--- src/rtl/chip_mode_seq_if.sv ---
// chip_mode_seq_if: mode-change request handshake between a requester and chip_mode_seq
interface chip_mode_seq_if #(parameter int MODE_W = 2);
  logic              mode_req_valid;
  logic              mode_req_ready;
  logic [MODE_W-1:0] mode_req_data;
  modport master(output mode_req_valid, mode_req_data, input mode_req_ready);
  modport slave(input mode_req_valid, mode_req_data, output mode_req_ready);
endinterface

--- src/rtl/chip_mode_seq.sv ---
// chip_mode_seq: drains, switches and settles the CHIP mode while generating its bus-clock strobe
module chip_mode_seq #(
  parameter int MODE_W        = 2,
  parameter int DIV_W         = 4,
  parameter int SETTLE_CYCLES = 8
) (
  input  logic               sysclk,
  input  logic               rst,
  chip_mode_seq_if.slave     req,
  input  logic [DIV_W-1:0]   div_ratio,
  input  logic               busy_in,
  output logic [MODE_W-1:0]  cmode,
  output logic               bclko,
  output logic               hold,
  output logic               mode_done
);
  typedef enum logic [1:0] {IDLE, DRAIN, SWITCH, SETTLE} state_t;
  state_t            state_q, state_d;
  logic [MODE_W-1:0] cmode_q, cmode_d, cap_q, cap_d;
  logic [DIV_W-1:0]  cnt_q, cnt_d, lat_q, lat_d;
  logic [7:0]        scnt_q, scnt_d;
  logic              init_q, bclko_q, bclko_d, hold_q, hold_d, done_q, done_d;
  logic              load, accept;
  assign req.mode_req_ready = (state_q == IDLE) && !rst;
  assign accept = req.mode_req_valid && req.mode_req_ready;
  assign load = init_q || bclko_q;
  always_comb begin
    state_d = state_q;
    cmode_d = cmode_q;
    cap_d   = cap_q;
    scnt_d  = scnt_q;
    done_d  = 1'b0;
    case (state_q)
      IDLE: if (accept) begin
        if (req.mode_req_data != cmode_q) begin
          cap_d   = req.mode_req_data;
          state_d = DRAIN;
        end else done_d = 1'b1;
      end
      DRAIN: if (!busy_in && bclko_q) begin
        state_d = SWITCH;
        cmode_d = cap_q;
      end
      SWITCH: begin
        state_d = SETTLE;
        scnt_d  = 8'(SETTLE_CYCLES - 1);
      end
      SETTLE: begin
        scnt_d  = (scnt_q == 8'd0) ? 8'd0 : scnt_q - 8'd1;
        state_d = (scnt_q == 8'd0) ? IDLE : SETTLE;
        done_d  = scnt_q == 8'd0;
      end
      default: state_d = IDLE;
    endcase
    lat_d   = load ? div_ratio : lat_q;
    cnt_d   = (load || state_q == SWITCH) ? '0 : cnt_q + 1'b1;
    bclko_d = cnt_d == lat_d;
    hold_d  = state_d != IDLE;
  end
  always_ff @(posedge sysclk) begin
    if (rst) begin
      state_q <= IDLE;
      cmode_q <= '0;
      cap_q   <= '0;
      cnt_q   <= '0;
      lat_q   <= '0;
      scnt_q  <= '0;
      init_q  <= 1'b1;
      bclko_q <= 1'b0;
      hold_q  <= 1'b0;
      done_q  <= 1'b0;
    end else begin
      state_q <= state_d;
      cmode_q <= cmode_d;
      cap_q   <= cap_d;
      cnt_q   <= cnt_d;
      lat_q   <= lat_d;
      scnt_q  <= scnt_d;
      init_q  <= 1'b0;
      bclko_q <= bclko_d;
      hold_q  <= hold_d;
      done_q  <= done_d;
    end
  end
  assign cmode     = cmode_q;
  assign bclko     = bclko_q;
  assign hold      = hold_q;
  assign mode_done = done_q;
endmodule

--- src/flat_wrapper.sv ---
// flat-port wrapper written by rule: the top's interface ports become plain ports
module chip_mode_seq_flat 
#(
  parameter int MODE_W        = 2,
  parameter int DIV_W         = 4,
  parameter int SETTLE_CYCLES = 8
)
  (sysclk, rst, div_ratio, busy_in, cmode, bclko, hold, mode_done, req_mode_req_valid, req_mode_req_data, req_mode_req_ready);
  chip_mode_seq_if #(.MODE_W(MODE_W)) req_i ();
  input  logic sysclk;
  input  logic rst;
  input  logic [DIV_W-1:0] div_ratio;
  input  logic busy_in;
  output logic [MODE_W-1:0] cmode;
  output logic bclko;
  output logic hold;
  output logic mode_done;
  input wire logic [$bits(req_i.mode_req_valid)-1:0] req_mode_req_valid;
  input wire logic [$bits(req_i.mode_req_data)-1:0] req_mode_req_data;
  output wire logic [$bits(req_i.mode_req_ready)-1:0] req_mode_req_ready;
  assign req_i.mode_req_valid = req_mode_req_valid;
  assign req_i.mode_req_data = req_mode_req_data;
  assign req_mode_req_ready = req_i.mode_req_ready;
  chip_mode_seq #(.MODE_W(MODE_W), .DIV_W(DIV_W), .SETTLE_CYCLES(SETTLE_CYCLES)) u_core (.sysclk(sysclk), .rst(rst), .req(req_i), .div_ratio(div_ratio), .busy_in(busy_in), .cmode(cmode), .bclko(bclko), .hold(hold), .mode_done(mode_done));
endmodule
--- config.mk ---
export PLATFORM = sky130hd
export DESIGN_NAME = chip_mode_seq_flat
export DESIGN_NICKNAME = d
export VERILOG_FILES = /design/src/rtl/chip_mode_seq_if.sv /design/src/rtl/chip_mode_seq.sv /design/src/flat_wrapper.sv
export SDC_FILE = /design/constraint.sdc
export NUM_CORES = 1
export LEC_CHECK = 0
export BUFFER_PORTS_ARGS = -buffer_cell sky130_fd_sc_hd__buf_2
export CAP_MARGIN = 15
export CORE_ASPECT_RATIO = 1.5
export CORE_UTILIZATION = 53
export CTS_CLUSTER_DIAMETER = 100
export CTS_CLUSTER_SIZE = 16
export DETAILED_ROUTE_END_ITERATION = 10
export PLACE_DENSITY = 0.74
export SYNTH_ARGS = -nofsm -noshare
export SYNTH_HDL_FRONTEND = slang
export SYNTH_SLANG_ARGS = --single-unit
--- constraint.sdc ---
create_clock -name sysclk -period 3.39 [get_ports sysclk]
set_clock_uncertainty 0.1 [all_clocks]
set_input_delay 1.017 -clock sysclk [delete_from_list [all_inputs] [get_ports sysclk]]
set_output_delay 1.017 -clock sysclk [all_outputs]
set_load 0.005 [all_outputs]
==> summary.txt <==
Status
  • Status: finished clean

Setup path
  • Cell mode on critical path: buf_2
  • Slowest cell on the critical path: buf_2
  • Crit path capture type: primary output
  • Max stage delay on crit path: 300 ps
  • CP bufs+invs: 2
  • Critical-path cell list: buf_2 > nor2b_1 > buf_2
  • Worst R2R Start: u_core.state_q[0]
  • Worst endpoint data arrival time: 1530 ps
  • Critical path's top delay family: buffers and inverters
  • Critical Path RT: 2270 ps
  • Setup crit start: rst
  • Kind of critical path: input pin to primary output
  • CP max FO: 19
  • Worst setup SP type: input pin

Power and ir drop
  • Leak: 0.621 nW
  • Peak VDD IR: 0.249 mV
  • P per Cell Area: 368 nW/um^2

Floorplan
  • Die width: 42.8 um
  • Die ar.: 2700 um^2
  • Initial Utilization: 0.579
  • FP Rows: 21
  • Die H: 63.2 um
  • Core ar.: 2290 um^2
  • # IOs: 16

GRT
  • Met1 Use GR: 0.257
  • Initial antenna violation count: 0
  • Met3 usage: 0.0372
  • Met2 Usage GRT: 0.392
  • Grt total ovfl: 0
  • Largest net degree at the start of global routing: 20
  • Vias in the first global route: 1,165
  • First-pass GRT wire length: 4810 um
  • GR peak layer: met2
  • Tot GR Track Use: 0.226

STA
  • Final period utilization: 0.780
  • Rel. slew slack: 0.656
  • Fmax: 378 MHz
  • RSZ-0062 raised after global routing: false
  • Hold slack: 382 ps
  • Final setup TNS: 0 ps
  • Slew @ Worst Pin: 512 ps
  • Final setup viols: 0
  • Min cycle time layout: 2640 ps
  • Final Max Slew Viols: 0
  • Final hold vios: 0

Yosys
  • Synthesized area: 1320 um^2
  • Mapped Cells: 154
  • Post-synth net total: 171
  • Async set-or-reset flop fraction in the synthesized netlist: 0
  • Post-synthesis cell type count: 43
  • Avg Cell Area, Syn: 8.59 um^2
  • Dominant synthesized flop cell: dfxtp_1
  • Post-synth EDFFs: 0
  • Sequential area share after synthesis: 0.394
  • Synth Register Bits: 26
  • Yosys Warn Count: 0

Hold path
  • Worst Hold Launch: u_core.lat_q[2]
  • Worst hold path type: flop to flop

Clock network
  • Post-cts resize count: 0
  • Clk slew on worst S/H paths: 120 ps
  • Setup Buffers After CTS: 0
  • CTS tree: done
  • Clock Path Buffers: 2
  • Hold_buf cts: 0
  • CTS sink cnt: 26
  • Clock root buffer: clkbuf_4
  • CTS Buf Count: 3
  • H-tree depth: 1
  • Worst-skew pair later-pin latency: 310 ps

Final layout
  • Share of layout cells above drive strength 1: 0.138
  • P&R area growth vs syn: 7.95%
  • Number of fill cells: 209
  • Ant diodes: 0
  • Layout Nets: 186
  • Multi-input gate area: 739 um^2
  • Storage cell area: 520 um^2

Routing
  • Iteration-0 DRC Markers: 31
  • DR pass1 iterations: 4
  • Detailed-route via count: 1,157
  • Via density: 6.09
  • DRC: 0
  • Post-route ant nets: 0
  • WL final: 2630 um
  • WL/cell: 13.8 um

Placed design
  • Post-DP HPWL: 2010 um
  • GP Congestion: 0.883
  • Input/output buffers: 15

Job
  • MaxCap Viol Count: 0
[cells by family after synthesis]
family	after synthesis	synth area share
xor gates and xnor gates	7	0.0464
buffers and inverters	16	0.0473
muxes	5	0.0378
AOI/OAI and AO/OA	38	0.192
and+or+nand+nor	55	0.217
DFF	26	0.394
adders and majority gates	7	0.0662
[area by class of cell]
| cell class | instances | area share |
|---|---|---|
| clock buffer | 3 | 0.0158 |
| multi-input combinational | 112 | 0.518 |
| timing repair buffer | 15 | 0.0526 |
| sequential | 26 | 0.365 |
| tap | 23 | 0.0202 |
| inverter | 11 | 0.0289 |
[Yosys cell counts (all sizes together), types with 3 or more instances]
master / instances / area share
a211oi: 3 / 0.021
a21oi: 11 / 0.042
a31oi: 4 / 0.019
clkbuf: 3 / 0.0085
dfxtp: 26 / 0.39
ha: 7 / 0.066
inv: 11 / 0.031
mux2i: 5 / 0.038
nand2: 11 / 0.031
nand3: 4 / 0.015
nor2: 19 / 0.054
nor2b: 3 / 0.014
nor3: 4 / 0.015
o21ai: 6 / 0.023
or3: 3 / 0.018
xnor2: 4 / 0.026
xor2: 3 / 0.020
[sequential cells by signal, indices dropped and copies added (netlist names), 2 cells and up]
signal / flops
u_core.cmode: 2
u_core.cnt_q: 4
u_core.state_q: 2
u_core.lat_q: 4
u_core.scnt_q: 8
u_core.cap_q: 2
[placed cells by master, fill, tap and decap left out, types with 2 or more instances in the layout]
master / synthesis / layout
o22ai_1: 2 / 2
xnor2_1: 4 / 4
clkbuf_4: 0 / 3
nand3b_1: 2 / 2
inv_1: 11 / 11
nor2b_1: 3 / 3
a211oi_1: 2 / 2
or3_1: 2 / 2
nor2_1: 19 / 19
nand2_1: 11 / 11
o21a_1: 2 / 2
xor2_1: 3 / 3
o21ai_0: 4 / 4
a21oi_1: 11 / 11
buf_2: 2 / 15
o21ai_1: 2 / 2
dfxtp_1: 26 / 26
mux2i_1: 5 / 5
nand3_1: 4 / 4
ha_1: 7 / 7
a31oi_1: 4 / 4
nor3_1: 4 / 4
[path summary, 6_finish.rpt]
kind | to | slack [ps] | depth (start not counted)
setup / recovery | req_mode_req_ready | 750 | 3
hold / removal | u_core.lat_q[2] | 380 | 2
setup reg to reg | u_core.bclko | 1340 | 6
hold reg to reg | u_core.lat_q[2] | 380 | 2
[tightest hold or removal path: cells and delay by family (launching register included)]
kind               cells  cell delay, ps
DFF                    1             340
and+or+nand+nor        1              60
AOI/OAI and AO/OA      1              50
[power by group]
group	internal [W]	switching (W)	total [W]	leakage, nW
Sequential	0.000318	0.00000950	0.000327	0.212
Combinational	0.0000329	0.0000406	0.0000734	0.395
Clock	0.0000415	0.0000838	0.000125	0.0138
Total	0.000392	0.000134	0.000526	0.621
[metrics by stage]
step	setup slack (ps)	cell area, um^2	std cells	total power, W	utilization
floorplan	921	1320	154	0.000385	-
global placement	749	1410	187	0.000403	0.615
detailed placement	742	1410	187	0.000406	0.615
CTS	746	1430	190	0.000532	0.625
global route	709	1430	190	0.000560	0.625
finish	747	1430	190	0.000526	0.625
[layer usage]
layer	up-vias	wire, um
met5	-	0
met4	0	27
met3	4	64
met2	22	1440
met1	557	1100
li1	574	-
No activity file was read; power rests on OpenSTA's default activity.
